## src/rtl/cpu_pkg.sv

```systemverilog
// Shared datapath constants and the register-address type used by the ALU,
// control unit and register file.
package cpu_pkg;

  localparam int DATA_WIDTH = 8;
  localparam int ADDR_WIDTH = 3;
  localparam int NUM_REGS   = 1 << ADDR_WIDTH;

  typedef logic [ADDR_WIDTH-1:0] reg_addr_t;

endpackage

```

## src/rtl/reg_file_wb_scoreboard.sv

```systemverilog
// Pending-write scoreboard: tracks reserved destinations and raises STALL on
// read-after-write and write-after-write hazards.
module reg_scoreboard #(
  parameter int NUM_REGS   = cpu_pkg::NUM_REGS,
  parameter int ADDR_WIDTH = cpu_pkg::ADDR_WIDTH,
  parameter int BYPASS     = 1
) (
  input  logic                  i_clk,
  input  logic                  i_rst_n,
  input  logic                  i_we,
  input  logic [ADDR_WIDTH-1:0] i_waddr,
  input  logic                  i_rd1_en,
  input  logic [ADDR_WIDTH-1:0] i_rd1_addr,
  input  logic                  i_rd2_en,
  input  logic [ADDR_WIDTH-1:0] i_rd2_addr,
  input  logic                  i_issue_valid,
  input  logic [ADDR_WIDTH-1:0] i_issue_addr,
  output logic                  o_stall
);

  logic [NUM_REGS-1:0] r_pending;
  logic [NUM_REGS-1:0] w_set;
  logic [NUM_REGS-1:0] w_clr;
  logic                w_fwd1;
  logic                w_fwd2;
  logic                w_hz1;
  logic                w_hz2;
  logic                w_waw;

  assign w_fwd1  = (BYPASS != 0) & i_we & (i_waddr == i_rd1_addr);
  assign w_fwd2  = (BYPASS != 0) & i_we & (i_waddr == i_rd2_addr);
  assign w_hz1   = i_rd1_en & r_pending[i_rd1_addr] & ~w_fwd1;
  assign w_hz2   = i_rd2_en & r_pending[i_rd2_addr] & ~w_fwd2;
  // A write landing on the reserved destination this cycle retires the old
  // reservation, so the new issue may proceed even without bypass.
  assign w_waw   = i_issue_valid & r_pending[i_issue_addr] & ~(i_we & (i_waddr == i_issue_addr));
  assign o_stall = w_hz1 | w_hz2 | w_waw;

  always_comb begin
    w_set = '0;
    w_clr = '0;
    if (i_issue_valid && !o_stall) w_set[i_issue_addr] = 1'b1;
    if (i_we)                      w_clr[i_waddr]      = 1'b1;
  end

  always_ff @(posedge i_clk or negedge i_rst_n) begin
    if (!i_rst_n) r_pending <= '0;
    else          r_pending <= (r_pending & ~w_clr) | w_set;
  end

endmodule

```

## src/rtl/reg_file_wb.sv

```systemverilog
// 8x8 register file with writeback of ALU OUTPUT/ZERO, optional same-cycle
// write-to-read bypass and a pending-write hazard scoreboard.
module reg_file_wb #(
  parameter int DATA_WIDTH = cpu_pkg::DATA_WIDTH,
  parameter int NUM_REGS   = cpu_pkg::NUM_REGS,
  parameter int ADDR_WIDTH = cpu_pkg::ADDR_WIDTH,
  parameter int BYPASS     = 1
) (
  input  logic                  CLK,
  input  logic                  RESET_N,
  input  logic                  WRITEENABLE,
  input  logic [ADDR_WIDTH-1:0] INADDRESS,
  input  logic [DATA_WIDTH-1:0] IN,
  input  logic                  ZERO_IN,
  input  logic [ADDR_WIDTH-1:0] OUT1ADDRESS,
  input  logic [ADDR_WIDTH-1:0] OUT2ADDRESS,
  input  logic                  RD1_EN,
  input  logic                  RD2_EN,
  input  logic                  ISSUE_VALID,
  input  logic [ADDR_WIDTH-1:0] ISSUE_ADDRESS,
  output logic [DATA_WIDTH-1:0] OUT1,
  output logic [DATA_WIDTH-1:0] OUT2,
  output logic                  ZERO_FLAG,
  output logic                  STALL
);

  import cpu_pkg::*;

  if (NUM_REGS != (1 << ADDR_WIDTH)) begin : g_size_check
    $error("reg_file_wb: NUM_REGS must equal 2**ADDR_WIDTH");
  end

  logic [DATA_WIDTH-1:0] r_regs [NUM_REGS];
  logic                  r_zero;
  logic                  w_fwd1;
  logic                  w_fwd2;

  always_ff @(posedge CLK or negedge RESET_N) begin
    if (!RESET_N) begin
      for (int unsigned i = 0; i < NUM_REGS; i++) r_regs[i] <= '0;
      r_zero <= 1'b0;
    end else if (WRITEENABLE) begin
      r_regs[INADDRESS] <= IN;
      r_zero            <= ZERO_IN;
    end
  end

  // Forwarding is gated by reset so reads stay at zero while reset is held.
  assign w_fwd1 = (BYPASS != 0) & RESET_N & WRITEENABLE & (INADDRESS == OUT1ADDRESS);
  assign w_fwd2 = (BYPASS != 0) & RESET_N & WRITEENABLE & (INADDRESS == OUT2ADDRESS);

  always_comb begin
    OUT1 = '0;
    OUT2 = '0;
    if (RESET_N) begin
      OUT1 = w_fwd1 ? IN : r_regs[OUT1ADDRESS];
      OUT2 = w_fwd2 ? IN : r_regs[OUT2ADDRESS];
    end
  end

  assign ZERO_FLAG = r_zero;

  reg_scoreboard #(
    .NUM_REGS   (NUM_REGS),
    .ADDR_WIDTH (ADDR_WIDTH),
    .BYPASS     (BYPASS)
  ) u_scoreboard (
    .i_clk         (CLK),
    .i_rst_n       (RESET_N),
    .i_we          (WRITEENABLE),
    .i_waddr       (INADDRESS),
    .i_rd1_en      (RD1_EN),
    .i_rd1_addr    (OUT1ADDRESS),
    .i_rd2_en      (RD2_EN),
    .i_rd2_addr    (OUT2ADDRESS),
    .i_issue_valid (ISSUE_VALID),
    .i_issue_addr  (ISSUE_ADDRESS),
    .o_stall       (STALL)
  );

endmodule

```

## config.mk

```make
export PLATFORM = sky130hd
export DESIGN_NAME = reg_file_wb
export DESIGN_NICKNAME = d
export VERILOG_FILES = /design/src/rtl/cpu_pkg.sv /design/src/rtl/reg_file_wb_scoreboard.sv /design/src/rtl/reg_file_wb.sv
export SDC_FILE = /design/constraint.sdc
export NUM_CORES = 1
export LEC_CHECK = 0
export ABC_AREA = 1
export BUFFER_PORTS_ARGS = -buffer_cell sky130_fd_sc_hd__buf_2
export CAP_MARGIN = 20
export CORE_AREA = 2 2 94 96
export CTS_BUF_LIST = sky130_fd_sc_hd__clkbuf_8
export DETAILED_ROUTE_END_ITERATION = 10
export DIE_AREA = 0 0 96 98
export GPL_TIMING_DRIVEN = 0
export PLACE_DENSITY = 0.78
export SETUP_SLACK_MARGIN = 0.15
export SYNTH_ARGS = -nofsm -noshare
export SYNTH_HDL_FRONTEND = slang
export SYNTH_SLANG_ARGS = --single-unit
```

## constraint.sdc

```tcl
create_clock -name CLK -period 1.98 [get_ports CLK]
set_clock_uncertainty 0.2 [all_clocks]
set_input_delay 0.198 -clock CLK [delete_from_list [all_inputs] [get_ports CLK]]
set_output_delay 0.198 -clock CLK [all_outputs]
set_load 0.005 [all_outputs]
```

==> results.sh, run 1 <==
export IMPL_syn_inst=631
export IMPL_synth_top_area_share=0.404
export IMPL_yosys_cell_types_count=25
export IMPL_nNetsFinal=723
export IMPL_die_w_um=96
export IMPL_crit_start="u_scoreboard.r_pending[4]"
export IMPL_place_ws_ps=-201
export IMPL_drc=0
export IMPL_clock_sinks=73
export IMPL_wl_per_cell_um=19.0
export IMPL_yosys_warnings=0
export IMPL_async_reset_ff_frac=1.00
export IMPL_synth_edf_count=0
export IMPL_finalNonFillerCells=808
export IMPL_synth_common_cells="nand2_1, o21ai_0, a21oi_1, dfrtp_1, inv_1"
export IMPL_drt_first_pass_iters=6
export IMPL_clk_latency_ps=350
export IMPL_route_vias_total=5039
export IMPL_synth_ff_latch_count=73
export IMPL_fmax_mhz=505
export IMPL_r2r_cells=11
export IMPL_required_ps=1580
export IMPL_report_final_slew_viol_count=0
export IMPL_core_area_um2=8470
export IMPL_final_period_utilization=1.00
export IMPL_synth_top_area_cell="dfrtp_1"
export IMPL_status="finished, violations left"
export IMPL_tns_ps=-1.15
export IMPL_grt_pass1_wl_um=23400
export IMPL_grt_setup_unrepaired="yes"
export IMPL_synth_nets=658
export IMPL_maxSlewHeadroom=0.592
export IMPL_wl_met2_um=6990
export IMPL_hpwl_um=10300
export IMPL_cp_arrival_ps=1580
export IMPL_root_buffer="clkbuf_8"
export IMPL_clkTransAtPathRegs_ps=80
export IMPL_worst_path_max_fanout=4
export IMPL_ant_nets=0
export IMPL_fin_crit_ps=1980
export IMPL_drtIter0Drc=680
export IMPL_syn_area_um2=4530
export IMPL_met3_length_um=1760
export IMPL_initial_utilization=0.535
export IMPL_wl_um=15300
export IMPL_p_per_area_nw_per_um2=809
export IMPL_clk_path_buf_depth=2
export IMPL_min_delay_start="INADDRESS[2]"
export IMPL_maxCapViolCount=0
export IMPL_placementRows=34
export IMPL_top_layer_used="met4"
export IMPL_crit_path_end_kind="output pin"
export IMPL_antenna_found_initial=0
export IMPL_wl_met1_um=5840
export IMPL_numCtsBuffers=9
export IMPL_grt_pass1_vias=4622
export IMPL_startpoint_type="flop"
export IMPL_num_fill_cells=740
export IMPL_violations="setup timing"
export IMPL_gp_congestion=0.990
export IMPL_grt_usage=0.325
export IMPL_seq_area_frac_synth=0.404
export IMPL_synth_most_common_cell="nand2_1"
export IMPL_ys_dominant_reg_cell="dfrtp_1"
export IMPL_rr_startpoint="u_scoreboard.r_pending[4]"
export IMPL_path_class="flop to output pin"
export IMPL_ir_worst_vdd_uv=470
export IMPL_synthTopCellsByArea="dfrtp_1, nand2_1, o21ai_0, a21oi_1, nand3_1"
export IMPL_routed_via_density=6.24
export IMPL_die_area_um2=9410
export IMPL_cts_tree="yes"
export IMPL_p_leak_nw=2.55
export IMPL_gr_total_overflow=0
export IMPL_num_io_pins=45
export IMPL_fin_ws_ps=-1.15
export IMPL_syn_area_per_cell_um2=7.17
export IMPL_whs_path_depth=4
export IMPL_grt_max_degree=45
export IMPL_tightest_slew_ps=613
export IMPL_hold_violations=0
export IMPL_area_growth_pct=20.9
export IMPL_htree_levels=3
export IMPL_setup_viol=1
export IMPL_drive_gt1_frac=0.241
export IMPL_hold_path_class="input pin to flop"
export IMPL_place_inst=774
export IMPL_diodes=0
export IMPL_die_h_um=98
export IMPL_power_mw=4.43
export IMPL_port_buffers=34
==> power by group <==
group	internal [mW]	switching [mW]	total, mW
Sequential	1.78	0.268	2.05
Combinational	0.496	0.749	1.25
Clock	0.560	0.570	1.13
Total	2.84	1.59	4.43
==> layer usage <==
metal,vias to the layer above,GRT usage
met5,-,0
met4,0,0.143
met3,87,0.0733
met2,377,0.498
met1,2314,0.438
li1,2261,-
==> what timing repair did <==
| item | CTS | global route |
|---|---|---|
| hold buffers | 6 | 5 |
| pin swaps | 11 | 24 |
| buffers inserted | 5 | 2 |
| cloned | 0 | 1 |
| gates resized for setup | 39 | 64 |
| hold endpoints to repair | 77 | 73 |
| endpoints found under the setup margin | 17 | 23 |
==> critical path: stages (launching register included) <==
cell and delay [ps]:
dfrtp_1 420, buf_4 150, nand2_1 50, nand3_1 70
nand3_1 90, nand2_2 70, nand2_4 70, nand2_4 60
nor2_8 110, inv_2 30, buf_2 110
==> layout make-up <==
class                      count  area (um2)  area share
clock buffer                   9         124      0.0226
buffer                        41         240      0.0439
timing repair buffer          54         444      0.0812
sequential                    73        1830       0.334
clock inverter                 6        52.6     0.00961
tap                          108         135      0.0247
inverter                      45         174      0.0318
multi-input combinational    472        2470       0.452
==> flip-flops by register name, summed over array words and instances, names as in the netlist <==
name and count:
r_regs 64, u_scoreboard.r_pending 8, ZERO_FLAG 1
==> cell families after synthesis <==
family,share of synthesized area
AND/OR/NAND/NOR,0.257
AO/OA/AOI/OAI,0.254
buffers and inverters,0.0852
flip-flops,0.404
==> final timing paths <==
| kind | to | slack, ps |
|---|---|---|
| hold / removal | u_scoreboard.r_pending[7] | 30 |
| setup / recovery | STALL | -1 |
| setup reg to reg | u_scoreboard.r_pending[0] | 280 |
| min in group asynchronous | r_regs[35] | 420 |
| max in group asynchronous | r_regs[45] | 750 |
| hold reg to reg | ZERO_FLAG | 280 |
==> metrics by stage <==
| stage | hold slack, ps | area, um2 | util |
|---|---|---|---|
| 6_report | 29.0 | 5470 | 0.646 |
| 5_1_grt | 53.6 | 5470 | 0.646 |
| 4_1_cts | -402 | 5220 | 0.617 |
| 3_5_place_dp | -18.9 | 4850 | 0.573 |
| 3_3_place_gp | 213 | 4830 | 0.571 |
| 2_1_floorplan | -298 | 4530 | - |
==> cells in the final DEF, fill, tap and decap left out, types with 2 or more instances in the layout <==
cell type,n
nand2_1,174
dfrtp_1,73
o21ai_0,71
a21oi_1,47
buf_2,42
nand3_1,31
o21ai_1,28
a21oi_2,27
inv_1,26
nor2_1,22
inv_2,19
a211o_1,16
a31oi_1,14
buf_4,13
clkbuf_1,12
nand3_2,10
clkbuf_8,9
dlygate4sd3_1,7
nor3_1,6
clkbuf_2,6
o21ai_2,6
buf_6,5
buf_12,5
nand4_1,4
nand2_2,4
nor2_4,4
clkinv_2,4
clkbuf_4,3
nor2_8,2
nand2_4,2
a31oi_2,2
(Power assumes the default switching activity.)
==> run 2, diff against run 1 <==
--- a/config.mk
+++ b/config.mk
@@ -8,10 +8,10 @@
 export ABC_AREA = 1
 export BUFFER_PORTS_ARGS = -buffer_cell sky130_fd_sc_hd__buf_2
 export CAP_MARGIN = 20
-export CORE_AREA = 2 2 94 96
+export CORE_AREA = 2 2 86 105
 export CTS_BUF_LIST = sky130_fd_sc_hd__clkbuf_8
 export DETAILED_ROUTE_END_ITERATION = 10
-export DIE_AREA = 0 0 96 98
+export DIE_AREA = 0 0 88 107
 export GPL_TIMING_DRIVEN = 0
 export PLACE_DENSITY = 0.78
 export SETUP_SLACK_MARGIN = 0.15
==> run 2 against run 1 <==
The run ends with hold timing left. Global-route usage up 0.51 points. Design area decreased by 1.1%. Sequential cell count stayed put. Sequential share of layout area rose by 0.36 points. Sequential power is essentially flat. Via count rose by 0.34%. Clock power is 7% lower. Worst hold slack got worse by 68 ps. Cell count increased by 1.2%. Combinational power barely moved. Critical path depth decreased by 2.
==> results.sh, run 2 (synthesis results as in run 1) <==
export IMPL_drc=0
export IMPL_initial_utilization=0.540
export IMPL_final_period_utilization=0.996
export IMPL_finalNonFillerCells=818
export IMPL_final_cell_mix="nand2_1, o21ai_0, dfrtp_1, a21oi_1, buf_2"
export IMPL_routed_via_density=6.18
export IMPL_holdBufCountCts=11
export IMPL_largest_register_ffs=64
export IMPL_path_class="input pin to output pin"
export IMPL_die_area_um2=9420
export IMPL_startpoint_type="input pin"
export IMPL_root_buffer="clkbuf_8"
export IMPL_max_stage_delay_ps=280
export IMPL_num_io_pins=45
export IMPL_clk_path_buf_depth=2
export IMPL_hold_path_class="input pin to asynchronous set/reset pin"
export IMPL_p_leak_nw=2.54
export IMPL_crit_chain="buf_6 -> buf_2 -> clkbuf_4 -> a21oi_1 -> o21ai_0 -> a31oi_1 -> a21oi_2 -> buf_2"
export IMPL_drt_first_pass_iters=6
export IMPL_worst_path_max_fanout=10
export IMPL_gp_congestion=1.00
export IMPL_fmax_mhz=507
export IMPL_nNetsFinal=726
export IMPL_tightest_slew_ps=526
export IMPL_clock_sinks=73
export IMPL_grt_usage=0.330
export IMPL_p_per_area_nw_per_um2=800
export IMPL_hpwl_um=10500
export IMPL_area_growth_pct=19.6
export IMPL_report_final_slew_viol_count=0
export IMPL_ir_worst_vdd_uv=582
export IMPL_slowest_stage="clkbuf_4"
export IMPL_cp_arrival_ps=1570
export IMPL_maxSlewHeadroom=0.650
export IMPL_drtIter0Drc=552
export IMPL_cpMostUsedCell="buf_2"
export IMPL_core_area_um2=8380
export IMPL_grt_pass1_vias=4699
export IMPL_port_buffers=34
export IMPL_rrSetupSlack_ps=320
export IMPL_die_h_um=107
export IMPL_wl_per_cell_um=18.3
export IMPL_drive_gt1_frac=0.223
export IMPL_hold_violations=45
export IMPL_power_mw=4.33
export IMPL_die_w_um=88
export IMPL_layout_commonest_cell="nand2_1"
export IMPL_grt_max_degree=47
export IMPL_violations="hold timing"
export IMPL_setup_viol=0
export IMPL_crit_path_end_kind="output pin"
export IMPL_clk_latency_ps=360
export IMPL_antenna_found_initial=0
export IMPL_placementRows=37
export IMPL_htree_levels=3
export IMPL_ant_nets=0
export IMPL_fin_crit_ps=1970
export IMPL_route_vias_total=5056
export IMPL_numCtsBuffers=9
export IMPL_utilization=0.646
export IMPL_diodes=0
export IMPL_top_register="r_regs"
export IMPL_gr_total_overflow=0
export IMPL_status="finished, violations left"
export IMPL_grt_pass1_wl_um=23800
export IMPL_cts_tree="yes"
export IMPL_grt_setup_unrepaired="yes"
export IMPL_required_ps=1580
export IMPL_wl_um=15000
export IMPL_hold_ws_ps=-38.8
export IMPL_clkTransAtPathRegs_ps=70
export IMPL_maxCapViolCount=0
export IMPL_place_inst=783
[run 2: changes by cell type in the layout (fill, tap and decap cells not counted), moves of 3 or more]
| cell | change |
|---|---|
| a21oi_1 | +8 |
| a21oi_2 | -7 |
| buf_4 | +4 |
| clkbuf_8 | +3 |
| clkinv_2 | -3 |
| inv_1 | +3 |
| inv_2 | -4 |
| o21ai_0 | +8 |
| o21ai_1 | -9 |
[run 2: power breakdown]
part,internal [mW],switching [mW]
clock,0.533,0.519
sequential,1.78,0.266
combinational,0.494,0.734
total,2.81,1.52
[run 2: final cells by class]
class | instances | area, um2
Multi-Input combinational cell | 472 | 2420
Buffer | 41 | 233
Sequential cell | 73 | 1830
Fill cell | 762 | 2970
Clock buffer | 12 | 165
Tap cell | 117 | 146
Inverter | 45 | 174
Clock inverter | 1 | 3.75
Timing Repair Buffer | 57 | 442
[run 2: path summary, 6_finish.rpt]
path                                                 from                   endpoint  depth (start not counted)
worst min-delay path                              RESET_N                 r_regs[46]                          5
min in group CLK                             INADDRESS[1]  u_scoreboard.r_pending[7]                          4
max in group asynchronous                         RESET_N                 r_regs[53]                          7
worst max-delay path                       OUT1ADDRESS[0]                    OUT1[7]                          8
worst max register to register  u_scoreboard.r_pending[4]  u_scoreboard.r_pending[5]                         10
worst min register to register                  ZERO_FLAG                  ZERO_FLAG                          2
[run 2: metal layers]
layer,vias to the layer above,global-route usage,share of wire
li1,2261,-,-
met1,2338,0.425,0.38
met2,377,0.518,0.47
met3,80,0.0754,0.10
met4,0,0.162,0.050
met5,-,0,0
[run 2: per-stage QoR]
stage,cell area [um2],hold slack (ps),setup WS (ps),setup TNS [ps]
6_report,5410,-38.8,8.15,0
5_1_grt,5410,-23.6,-107,-222
4_1_cts,5290,-58.6,34.5,0
3_5_place_dp,4860,-32.3,-66.1,-82.9
3_3_place_gp,4840,202,-742,-10040
2_1_floorplan,4530,-298,464,0
[run 2: critical path: cells and delay by family]
kind,cells,cell delay (ps)
AOI/OAI and AO/OA,4,580
buffers and inverters,4,800
[run 2: timing repair]
| item | 4_1_cts | 5_1_grt |
|---|---|---|
| gates resized for setup | 29 | 41 |
| pin swaps | 9 | 16 |
| setup buffers | 5 | 6 |
| endpoints found under the setup margin | 17 | 17 |
| hold endpoints to repair | 79 | 29 |
